`config.mk`:
```
export PLATFORM = sky130hd
export DESIGN_NAME = nec_ir_decoder
export DESIGN_NICKNAME = d
export VERILOG_FILES = /design/src/rtl/nec_ir_pkg.sv /design/src/rtl/ir_pulse_timer.sv /design/src/rtl/nec_ir_decoder.sv
export SDC_FILE = /design/constraint.sdc
export NUM_CORES = 1
export LEC_CHECK = 0
export ABC_AREA = 1
export BUFFER_PORTS_ARGS = -buffer_cell sky130_fd_sc_hd__buf_2
export CELL_PAD_IN_SITES_DETAIL_PLACEMENT = 0
export CELL_PAD_IN_SITES_GLOBAL_PLACEMENT = 1
export CORE_MARGIN = 1
export CORE_UTILIZATION = 40
export DETAILED_ROUTE_END_ITERATION = 6
export GPL_ROUTABILITY_DRIVEN = 0
export PLACE_DENSITY = 0.8
export SLEW_MARGIN = 5
export SYNTH_ARGS = -nofsm -noshare
export SYNTH_HDL_FRONTEND = slang
export SYNTH_SLANG_ARGS = --single-unit
```
`constraint.sdc`:
```
create_clock -name CLK -period 2.6 [get_ports CLK]
set_input_delay 0.65 -clock CLK [delete_from_list [all_inputs] [get_ports CLK]]
set_output_delay 0.65 -clock CLK [all_outputs]
set_load 0.01 [all_outputs]
```
`src/rtl/nec_ir_pkg.sv`:
```
// Shared types and timing windows for the NEC IR decoder.
// All windows are in microseconds and compare against the 14-bit
// level-width counter produced by ir_pulse_timer.
package nec_ir_pkg;

  typedef enum logic [2:0] {
    IDLE,
    LEAD_MARK,
    LEAD_SPACE,
    BIT_MARK,
    BIT_SPACE,
    STOP_MARK
  } nec_state_t;

  typedef logic [13:0] width_t;

  localparam width_t LEAD_MARK_MIN  = 14'd8000;
  localparam width_t LEAD_MARK_MAX  = 14'd10000;
  localparam width_t LEAD_SPACE_MIN = 14'd4000;
  localparam width_t LEAD_SPACE_MAX = 14'd5000;
  localparam width_t RPT_SPACE_MIN  = 14'd2000;
  localparam width_t RPT_SPACE_MAX  = 14'd2500;
  localparam width_t BIT_MIN        = 14'd400;
  localparam width_t BIT_MAX        = 14'd700;
  localparam width_t ONE_MIN        = 14'd1400;
  localparam width_t ONE_MAX        = 14'd1900;
  localparam width_t TIMEOUT_US     = 14'd12000;
  localparam width_t WIDTH_SAT      = 14'd16383;

  function automatic logic in_window(input width_t w, input width_t lo, input width_t hi);
    return (w >= lo) && (w <= hi);
  endfunction

endpackage

```
`src/rtl/ir_pulse_timer.sv`:
```
// Input conditioning and level-width measurement for the IR stream.
// Ports:
//   clk, rst_n : clock and asynchronous active-low reset
//   ir_in      : raw receiver pin (idle high, asynchronous)
//   rise, fall : single-cycle synchronised edge strobes (2 cycles after pin)
//   width      : microseconds spent in the current level, saturating;
//                valid as the width of the level that just ended while an
//                edge strobe is high
module ir_pulse_timer
  import nec_ir_pkg::*;
#(
  parameter int CYCLES_PER_US = 50
) (
  input  logic   clk,
  input  logic   rst_n,
  input  logic   ir_in,
  output logic   rise,
  output logic   fall,
  output width_t width
);

  localparam int DIV_W = $clog2(CYCLES_PER_US);
  localparam logic [DIV_W-1:0] DIV_LAST = DIV_W'(CYCLES_PER_US - 1);

  logic             meta;
  logic             sync;
  logic             prev;
  logic [DIV_W-1:0] div;
  width_t           cnt;

  // Synchroniser flops come out of reset at the idle (high) level so that
  // releasing reset never fabricates a falling edge.
  always_ff @(posedge clk or negedge rst_n) begin
    if (!rst_n) begin
      meta <= 1'b1;
      sync <= 1'b1;
      prev <= 1'b1;
      div  <= '0;
      cnt  <= '0;
    end else begin
      meta <= ir_in;
      sync <= meta;
      prev <= sync;
      if (rise || fall) begin
        // Restart the sub-tick divider so each level is timed from its edge.
        div <= '0;
        cnt <= '0;
      end else if (div == DIV_LAST) begin
        div <= '0;
        if (cnt != WIDTH_SAT) cnt <= cnt + 14'd1;
      end else begin
        div <= div + 1'b1;
      end
    end
  end

  assign rise  = sync & ~prev;
  assign fall  = ~sync & prev;
  assign width = cnt;

endmodule

```
`src/rtl/nec_ir_decoder.sv`:
```
// NEC IR remote decoder: validates leader, 32 data bits (LSB first) and
// stop mark, then publishes the frame on HEX_DATA.
// Ports:
//   CLK, RESET_N : clock and asynchronous active-low reset
//   IR_IN        : raw receiver output, idle high, mark = low
//   HEX_DATA     : last valid frame {~cmd, cmd, ~addr, addr}
//   DATA_VALID   : one-cycle pulse when HEX_DATA is updated
//   REPEAT       : one-cycle pulse on a valid repeat code
//   FRAME_ERR    : one-cycle pulse on a timing/inversion violation or timeout
module nec_ir_decoder
  import nec_ir_pkg::*;
#(
  parameter int CYCLES_PER_US = 50,
  parameter bit CHECK_CMD_INV = 1'b1
) (
  input  logic        CLK,
  input  logic        RESET_N,
  input  logic        IR_IN,
  output logic [31:0] HEX_DATA,
  output logic        DATA_VALID,
  output logic        REPEAT,
  output logic        FRAME_ERR
);

  logic       rise;
  logic       fall;
  width_t     width;
  nec_state_t state;
  logic [4:0] bit_cnt;
  logic [31:0] shift;
  logic       rpt;

  ir_pulse_timer #(
    .CYCLES_PER_US(CYCLES_PER_US)
  ) u_timer (
    .clk  (CLK),
    .rst_n(RESET_N),
    .ir_in(IR_IN),
    .rise (rise),
    .fall (fall),
    .width(width)
  );

  always_ff @(posedge CLK or negedge RESET_N) begin
    if (!RESET_N) begin
      state      <= IDLE;
      bit_cnt    <= '0;
      shift      <= '0;
      rpt        <= 1'b0;
      HEX_DATA   <= '0;
      DATA_VALID <= 1'b0;
      REPEAT     <= 1'b0;
      FRAME_ERR  <= 1'b0;
    end else begin
      DATA_VALID <= 1'b0;
      REPEAT     <= 1'b0;
      FRAME_ERR  <= 1'b0;

      if (state != IDLE && !rise && !fall && width >= TIMEOUT_US) begin
        FRAME_ERR <= 1'b1;
        state     <= IDLE;
        shift     <= '0;
      end else begin
        unique case (state)
          IDLE: begin
            if (fall) state <= LEAD_MARK;
          end
          LEAD_MARK: begin
            if (rise) begin
              if (in_window(width, LEAD_MARK_MIN, LEAD_MARK_MAX)) begin
                state <= LEAD_SPACE;
              end else begin
                FRAME_ERR <= 1'b1;
                state     <= IDLE;
                shift     <= '0;
              end
            end
          end
          LEAD_SPACE: begin
            if (fall) begin
              if (in_window(width, LEAD_SPACE_MIN, LEAD_SPACE_MAX)) begin
                state   <= BIT_MARK;
                bit_cnt <= '0;
                shift   <= '0;
                rpt     <= 1'b0;
              end else if (in_window(width, RPT_SPACE_MIN, RPT_SPACE_MAX)) begin
                state <= STOP_MARK;
                rpt   <= 1'b1;
              end else begin
                FRAME_ERR <= 1'b1;
                state     <= IDLE;
                shift     <= '0;
              end
            end
          end
          BIT_MARK: begin
            if (rise) begin
              if (in_window(width, BIT_MIN, BIT_MAX)) begin
                state <= BIT_SPACE;
              end else begin
                FRAME_ERR <= 1'b1;
                state     <= IDLE;
                shift     <= '0;
              end
            end
          end
          BIT_SPACE: begin
            if (fall) begin
              if (in_window(width, BIT_MIN, BIT_MAX) || in_window(width, ONE_MIN, ONE_MAX)) begin
                // LSB-first: each new bit enters at the top and moves down.
                shift <= {in_window(width, ONE_MIN, ONE_MAX), shift[31:1]};
                if (bit_cnt == 5'd31) begin
                  state <= STOP_MARK;
                end else begin
                  state   <= BIT_MARK;
                  bit_cnt <= bit_cnt + 5'd1;
                end
              end else begin
                FRAME_ERR <= 1'b1;
                state     <= IDLE;
                shift     <= '0;
              end
            end
          end
          STOP_MARK: begin
            if (rise) begin
              state <= IDLE;
              if (!in_window(width, BIT_MIN, BIT_MAX)) begin
                FRAME_ERR <= 1'b1;
                shift     <= '0;
              end else if (rpt) begin
                REPEAT <= 1'b1;
              end else if (CHECK_CMD_INV && ((shift[23:16] ^ shift[31:24]) != 8'hFF)) begin
                // Only the command byte is checked; extended-address remotes
                // legitimately break the address inversion.
                FRAME_ERR <= 1'b1;
                shift     <= '0;
              end else begin
                HEX_DATA   <= shift;
                DATA_VALID <= 1'b1;
              end
            end
          end
          default: state <= IDLE;
        endcase
      end
    end
  end

endmodule
```
# [After elaboration in Yosys (flattened, before gate mapping)]
# Cells that the tools add are included.
# W data, S select, Z words.
[classes] eq_ne=25 n_addsub=3 muxes=68 reduce_logical=25 n_bitwise=8 n_lt_le_gt_ge=11
[ops] op="$mux W32" n=14
[ops] op="$pmux W32 S5" n=1
[ops] op="$mux W14" n=3
[ops] op="$mux W3" n=12
[ops] op="$ge A14 B11 Y1 const B" n=2
[ops] op="$mux W1" n=27
[ops] op="$mux W5" n=5
[ops] op="$ne A3 B3 Y1 const B" n=8
[ops] op="$pmux W3 S6" n=1
[ops] op="$add A14 B1 Y14 const B" n=1
[ops] op="$ge A14 B12 Y1 const B" n=1
[ops] op="$ge A14 B13 Y1 const B" n=1
[ops] op="$ge A14 B14 Y1 const B" n=1
[ops] op="$ge A14 B9 Y1 const B" n=1
[ops] op="$le A14 B10 Y1 const B" n=1
[ops] op="$le A14 B11 Y1 const B" n=1
[ops] op="$le A14 B12 Y1 const B" n=1
[ops] op="$le A14 B13 Y1 const B" n=1
[ops] op="$le A14 B14 Y1 const B" n=1
[ops] op="$ne A14 B14 Y1 const B" n=1
[ops] op="$mux W6" n=2
[ops] op="$ne A4 B4 Y1 const B" n=3
[ops] op="$reduce_and A6 Y1" n=2
[ops] op="$reduce_and A11 Y1" n=1
[ops] op="other kinds (25)" n=48
[totals] out_inout_bits=35 register_bits=99 in_bits=3

# [Depth between registers and ports, before layout]
# Gate-level depths: netlist of run 1.
[logic_depth] ltp_word=8 ltp_mapped=17

# [Cells and area by module]
# From an unflattened synthesis of run 1, not the netlist that was laid out.
[hier_totals] hier_cells=780 area_unflattened_um2=5957.0
[modules_own_cells] mod="nec_ir_decoder" area_each_um2=4593.2 cells_each=601 n_inst=1
[modules_own_cells] mod="ir_pulse_timer" area_each_um2=1363.8 cells_each=179 n_inst=1

# [Least setup slack after synthesis of run 1]
# OpenSTA, ideal clock, no wires.
[synth_timing] path_type="register to register" startpoint="reg u_timer.prev" endpoint="reg shift[27]" path_slack_ns=0.687 arrival_time_ns=1.797 path_stages_with_launch=12 period_less_slack_ns=1.913 cell_sequence="dfstp_2 -> inv_1 -> ha_1 -> nor3_2 -> nand2_4 -> nand4_1 -> nand3_4 -> inv_2 -> nand3_4 -> buf_6 -> nand2_1 -> nand2_1"
[synth_via] elab_chain_len=8 elab_cells_between_ends=21 cone_classes="eq/ne: 10; mux: 1; bitwise: 3; reduce/logical: 7"
[synth_lines] element="start: declaration" line_no="ir_pulse_timer.sv:27" source="logic prev;"
[synth_lines] element="start signal: assignment" line_no="ir_pulse_timer.sv:43" source="prev <= sync;"
[synth_lines] element="$not A1 Y1" line_no="ir_pulse_timer.sv:57" source="assign rise = sync & ~prev;"
[synth_lines] element="$and A1 B1 Y1" line_no="ir_pulse_timer.sv:57"
[synth_lines] element="$logic_not A1 Y1" line_no="nec_ir_decoder.sv:59" source="if (state != IDLE && !rise && !fall && width >= TIMEOUT_US) begin"
[synth_lines] element="$logic_and A1 B1 Y1 (3 in series)" line_no="nec_ir_decoder.sv:59"
[synth_lines] element="$ne A4 B4 Y1 (no line), or another cell as far along"
[synth_lines] element="$reduce_and A11 Y1 (no line)"
[synth_lines] element="end signal: assignment" line_no="nec_ir_decoder.sv:111" source="shift <= {in_window(width, ONE_MIN, ONE_MAX), shift[31:1]};"
[synth_lines] element="end: declaration" line_no="nec_ir_decoder.sv:30" source="logic [31:0] shift;"
# Parallel ways exist; a longest one is shown, timed or not.
# A chain may end at the register's enable or synchronous reset.

# [Final worst setup path of run 1]
[layout_timing] startpoint="reg u_timer.prev" endpoint="reg shift[23]"
# Same word-level chain as after synthesis.

==> metrics.txt, run 1 <==
Final HPWL DP=8630 microns; initial core utilization=40.9%; post-route ant nets=0; Detail Route met2 WL=5520 microns; outcome=complete, no violations; ratio of cells with drive above 1 in the final layout=15.9%; wire length the detailed router placed on met1=5650 microns; number of DRC markers in iteration 0=230; Hold Crit Class=in2async; Max Used Layer=met4; count of unique library cells instantiated by Yosys=41; post-synthesis compound-gate area fraction=8.40%; overall die width=118 microns; library cell used as clock root buffer=sky130_fd_sc_hd__clkbuf_16; count of clock tree sinks=99; gate count of the mapped netlist=705; routed vias/inst=4.90; largest net degree at the start of global routing=41; kind of start point of the critical path=flop; minimum period implied by the final worst setup slack=2320 ps; synthesis-to-finish area growth=11.1%; reported max-cap violation count=0; Synth Cell Area=5410 sq um; commonest non-fill, non-tap cells in the layout=sky130_fd_sc_hd__nand2_1, sky130_fd_sc_hd__dfrtp_1, sky130_fd_sc_hd__nor2_1; global routing usage summed across all routing layers=18.5%; unrepaired setup endpoints after global routing=no; transition at the pin with the smallest max-transition slack=513 ps; met3 WL post-DR=544 microns; total net switching power=0.00109 W; sum of negative setup slack=0 ps; vias in the first global route=4340; peak supply drop=553 uV; DRC violation count after routing=0; relative contribution of the clock network to total power=38.8%; internal power of the cells=0.00248 W; R2R cell count=9; fraction of power spent switching nets=30.6%; logic gate share of total power=16.2%; CTS Hold Buffers Added=0; Crit Path Max Fanout=32; net count after synthesis=716; average routed wire per standard cell=13.1 microns; Layout Nets=747; row count=42; total power per unit cell area=595 nW/um^2; CTS H-tree lvls=3; number of primary I/O pins=38; buffer levels on the longest clock path=2; number of gates resized after CTS=0; adder-cell share of the synthesized area=1.85%; Core ar.=13200 sq um; total of buffers placed on input and output ports=37; Clk pin slew, worst setup/hold paths=70 ps; Seq pwr share=45.0%; fmax=431 MHz; fin. max-slew vios=0; register bit count reported by yosys=99; combinational family with the most area after synthesis=simple AND/OR/NAND/NOR gates; first-pass GRT wire length=20600 microns; share of synthesized area occupied by flip-flops and latches=45.9%; worst endpoint required time=2890 ps; post-synthesis share of cell area spent on and, or, nand and nor gates=34.1%; count of vias placed by the detailed router=4494; register-to-register setup slack=280 ps; endpoints failing hold=0; buffers inserted during post-CTS setup optimization=0; total of warnings raised by yosys=0; worst relative slew slack=65.8%; number of antenna violations at the first check in global routing=0; multiplexer share of the synthesized area=0%; Setup Viol. Count Final=0; total detailed-routing wirelength=12000 microns; period utilization=89.2%; static power due to leakage=2.99 nW; Arrival @ worst endpoint=2610 ps; most frequent standard cell in the layout excluding fill and tap cells=sky130_fd_sc_hd__nand2_1; synthesized-area fraction occupied by xor and xnor cells=0.809%; overall power after layout=0.00358 W; Layout Skew=7.90 ps; CTS buffer count=9; TritonCTS clock tree=built; per-instance average area after synthesis=7.67 sq um; die outline area=14000 sq um; antenna diode instance count=0; clock latency on the worst-skew pair=360 ps; Detailed Routing Iterations Pass 1=4; Worst Setup Path Type=reg2reg; chip height=118 microns; sort of element at the end of the critical path=flop; global route overflow=0
final timing paths:
path	start	end
worst min-delay path	RESET_N	bit_cnt[2]
worst max register to register	u_timer.prev	shift[23]
min in group CLK	u_timer.meta	u_timer.sync
worst min register to register	u_timer.meta	u_timer.sync
worst max-delay path	u_timer.prev	shift[23]
max in group asynchronous	RESET_N	shift[17]
state kept, by name, summed over array words and instances (netlist names):
register	cells
HEX_DATA	32
shift	32
u_timer.width	14
u_timer.div	6
bit_cnt	5
state	3
DATA_VALID	1
FRAME_ERR	1
REPEAT	1
rpt	1
u_timer.meta	1
u_timer.prev	1
u_timer.sync	1
logic make-up (layout without fill, tap and decap cells):
| kind of cell | Yosys count | count (layout) |
|---|---|---|
| fa+ha+maj | 8 | 8 |
| flops | 99 | 99 |
| compound gates | 80 | 80 |
| buf+inv | 105 | 141 |
| xor+xnor | 5 | 5 |
| simple gates | 408 | 408 |
cells in the mapped netlist:
library cell	count	area, sq um
sky130_fd_sc_hd__or2_2	3	18.8
sky130_fd_sc_hd__clkbuf_1	1	3.75
sky130_fd_sc_hd__nand2_2	12	75.1
sky130_fd_sc_hd__inv_2	15	56.3
sky130_fd_sc_hd__clkinv_1	2	7.51
sky130_fd_sc_hd__nor2_1	79	297
sky130_fd_sc_hd__inv_4	1	6.26
sky130_fd_sc_hd__and3_1	1	6.26
sky130_fd_sc_hd__nand4_1	7	43.8
sky130_fd_sc_hd__ha_1	8	100
sky130_fd_sc_hd__buf_6	10	113
sky130_fd_sc_hd__o211ai_2	2	25.0
sky130_fd_sc_hd__nor3_1	11	55.1
sky130_fd_sc_hd__nor3b_1	1	7.51
sky130_fd_sc_hd__nand3_2	2	20.0
sky130_fd_sc_hd__o31ai_1	4	30.0
sky130_fd_sc_hd__o21a_1	1	7.51
sky130_fd_sc_hd__nor2_4	2	22.5
sky130_fd_sc_hd__nor4_2	1	12.5
sky130_fd_sc_hd__nor4_1	2	12.5
sky130_fd_sc_hd__nor2_8	1	20.0
sky130_fd_sc_hd__nand3_1	64	320
sky130_fd_sc_hd__nand3b_1	3	22.5
sky130_fd_sc_hd__o21ai_0	26	130
sky130_fd_sc_hd__nand2_1	205	769
sky130_fd_sc_hd__a21oi_1	13	65.1
sky130_fd_sc_hd__o21ai_4	1	16.3
sky130_fd_sc_hd__inv_1	64	240
sky130_fd_sc_hd__buf_2	12	60.1
sky130_fd_sc_hd__o21ai_2	2	17.5
sky130_fd_sc_hd__xor2_1	5	43.8
sky130_fd_sc_hd__nand2_4	4	45.0
sky130_fd_sc_hd__a21oi_2	1	8.76
sky130_fd_sc_hd__dfstp_2	3	78.8
sky130_fd_sc_hd__dfrtp_1	96	2400
sky130_fd_sc_hd__o21ai_1	28	140
sky130_fd_sc_hd__nand3_4	2	35.0
sky130_fd_sc_hd__nor3_2	3	30.0
sky130_fd_sc_hd__o211ai_1	1	7.51
sky130_fd_sc_hd__nor2_2	5	31.3
sky130_fd_sc_hd__a31oi_1	1	6.26
power groups by stage:
| stage | clock (W) | sequential [W] | combinational [W] |
|---|---|---|---|
| 2_1_floorplan | 0 | 0.00163 | 0.000507 |
| 3_3_place_gp | 0 | 0.00164 | 0.000582 |
| 3_5_place_dp | 0 | 0.00164 | 0.000582 |
| 4_1_cts | 0.00144 | 0.00161 | 0.000585 |
| 5_1_grt | 0.00149 | 0.00161 | 0.000647 |
| 6_report | 0.00139 | 0.00161 | 0.000578 |
critical path, stage by stage (launching register included):
cell and delay [ps]:
sky130_fd_sc_hd__dfstp_2 530, sky130_fd_sc_hd__inv_1 40, sky130_fd_sc_hd__ha_1 240, sky130_fd_sc_hd__nor3_2 330, sky130_fd_sc_hd__nand2_4 130, sky130_fd_sc_hd__nand4_1 140, sky130_fd_sc_hd__nand3_4 120, sky130_fd_sc_hd__nor2_8 410
sky130_fd_sc_hd__nand3_1 210, sky130_fd_sc_hd__nand2_1 110
through the flow:
step	cell area [sq um]	utilization [%]	hold slack, ps	std cells	worst slack (ps)
2_1_floorplan	5410	-	345	705	687
3_3_place_gp	5700	43.0	363	901	317
3_5_place_dp	5700	43.0	361	901	312
4_1_cts	6010	45.4	284	917	289
5_1_grt	6010	45.4	306	917	107
6_report	6010	45.4	268	917	282
final cells by class:
type / count / area (sq um)
clock buffer: 10 / 229
clock inverter: 6 / 81.3
fill: 1338 / 7230
inverter: 82 / 310
multi-input combinational: 501 / 2440
sequential: 99 / 2480
tap: 176 / 220
timing repair buffer: 43 / 245
layer usage:
| layer | up-vias | GRT usage, % |
|---|---|---|
| met5 | - | 0 |
| met4 | 0 | 7.77 |
| met3 | 23 | 4.20 |
| met2 | 93 | 29.7 |
| met1 | 2074 | 24.1 |
| li1 | 2304 | - |
Power figures use the tool's default switching activity.
==> run 2: changes to the inputs <==
==> constraint.sdc (replaced) <==
create_clock -name CLK -period 2.6 [get_ports CLK]
set_input_delay 0 -clock CLK [delete_from_list [all_inputs] [get_ports CLK]]
set_output_delay 0 -clock CLK [all_outputs]
set_load 0.01 [all_outputs]
==> metrics.txt, run 2 (same netlist as run 1, synthesis figures left out) <==
chip height=118 microns; kind of start point of the critical path=flop; Clk pin slew, worst setup/hold paths=70 ps; clock latency on the worst-skew pair=350 ps; TritonCTS clock tree=built; total net switching power=0.00108 W; fin. max-slew vios=0; area of all placed cells without fillers=6040 sq um; buffer levels on the longest clock path=2; peak supply drop=385 uV; relative contribution of the clock network to total power=40.1%; met3 WL post-DR=441 microns; Detailed Routing Iterations Pass 1=5; number of DRC markers in iteration 0=225; CTS buffer count=9; total power per unit cell area=603 nW/um^2; wire length the detailed router placed on met1=5720 microns; first-pass GRT wire length=20400 microns; register-to-register setup slack=330 ps; antenna diode instance count=0; pre-CTS WS=351 ps; routed vias/inst=4.88; total of buffers placed on input and output ports=37; DRC violation count after routing=0; worst endpoint required time=2840 ps; total detailed-routing wirelength=11900 microns; Final HPWL DP=8360 microns; global routing usage summed across all routing layers=18.3%; Worst Setup Path Type=reg2reg; Arrival @ worst endpoint=2510 ps; Detail Route met2 WL=5430 microns; fmax=441 MHz; endpoints failing hold=0; Seq pwr share=44.2%; Core ar.=13200 sq um; crit path setup slack, layout=331 ps; overall die width=118 microns; Layout Skew=5.27 ps; overall power after layout=0.00364 W; row count=42; static power due to leakage=3.00 nW; period utilization=87.3%; worst relative slew slack=56.1%; count of vias placed by the detailed router=4484; logic gate share of total power=15.7%; final-layout fill cell count=1331; Hold Crit Class=in2async; number of antenna violations at the first check in global routing=0; transition at the pin with the smallest max-transition slack=659 ps; internal power of the cells=0.00257 W; most frequent standard cell in the layout excluding fill and tap cells=sky130_fd_sc_hd__nand2_1; minimum period implied by the final worst setup slack=2270 ps; outcome=complete, no violations; global route overflow=0; ratio of cells with drive above 1 in the final layout=15.9%; sort of element at the end of the critical path=flop; die outline area=14000 sq um; Layout Nets=749; library cell used as clock root buffer=sky130_fd_sc_hd__clkbuf_16; Crit Path Max Fanout=32; largest net degree at the start of global routing=51; Setup Viol. Count Final=0; buffers inserted during post-CTS setup optimization=0; R2R cell count=10; post-route ant nets=0; Max Used Layer=met4; count of clock tree sinks=99; CTS H-tree lvls=3; number of gates resized after CTS=0; synthesis-to-finish area growth=11.7%; vias in the first global route=4307; unrepaired setup endpoints after global routing=no; initial core utilization=40.9%; Placed Area=5700 sq um; number of primary I/O pins=38; average routed wire per standard cell=12.9 microns; fraction of power spent switching nets=29.5%; sum of negative setup slack=0 ps; commonest non-fill, non-tap cells in the layout=sky130_fd_sc_hd__nand2_1, sky130_fd_sc_hd__dfrtp_1, sky130_fd_sc_hd__nor2_1; reported max-cap violation count=0
-- run 2: cell count changes in the layout (fill, tap and decap cells not counted) --
cell                            before  now
sky130_fd_sc_hd__bufinv_16           1    2
sky130_fd_sc_hd__clkinv_4            1    0
sky130_fd_sc_hd__clkinv_8            1    0
sky130_fd_sc_hd__clkinvlp_4          0    1
sky130_fd_sc_hd__dlygate4sd3_1       0    2
-- run 2: stage by stage --
step,util (%),instances,hold WS (ps)
6_report,45.6,919,220
5_1_grt,45.6,919,295
4_1_cts,45.6,919,255
3_5_place_dp,43.0,901,88.6
3_3_place_gp,43.0,901,78.4
2_1_floorplan,-,705,-296
-- run 2: timing repair --
action                     CTS  global route
hold endpoints to repair    47             0
hold buffers                 2             0
setup endpoints to repair    0             0
-- run 2: worst paths after layout --
| check | end | start |
|---|---|---|
| max | shift[19] | u_timer.prev |
| min | HEX_DATA[17] | RESET_N |
| max reg2reg | shift[19] | u_timer.prev |
| min reg2reg | u_timer.sync | u_timer.meta |
| max in group asynchronous | HEX_DATA[7] | RESET_N |
| min in group CLK | u_timer.meta | IR_IN |
-- run 2: critical path: stages (launching register included) --
cell and delay [ps]:
sky130_fd_sc_hd__dfstp_2 530, sky130_fd_sc_hd__inv_1 40, sky130_fd_sc_hd__ha_1 220, sky130_fd_sc_hd__nor3_2 320, sky130_fd_sc_hd__nand2_4 130, sky130_fd_sc_hd__nand4_1 140
sky130_fd_sc_hd__nand3_4 120, sky130_fd_sc_hd__inv_2 80, sky130_fd_sc_hd__nand3_4 310, sky130_fd_sc_hd__nand2_1 180, sky130_fd_sc_hd__nand2_1 70
-- run 2: per-layer routing --
layer,vias to the layer above,global-route usage [%]
met5,-,0
met4,0,8.41
met3,18,3.86
met2,78,29.6
met1,2079,23.5
li1,2309,-
-- run 2: power by group through the flow --
stage / registers (W) / clock network [W] / logic, W
floorplan: 0.00163 / 0 / 0.000507
global placement: 0.00164 / 0 / 0.000566
detailed placement: 0.00164 / 0 / 0.000571
CTS: 0.00161 / 0.00150 / 0.000576
global route: 0.00161 / 0.00156 / 0.000630
finish: 0.00161 / 0.00146 / 0.000572
-- run 2: cell type report --
cell class	count	area, sq um	share of cell area (%)
sequential	99	2480	41.1
multi-input combinational	501	2440	40.4
inverter	82	310	5.14
timing repair buffer	45	265	4.39
clock buffer	10	229	3.79
tap	176	220	3.64
clock inverter	6	93.8	1.55
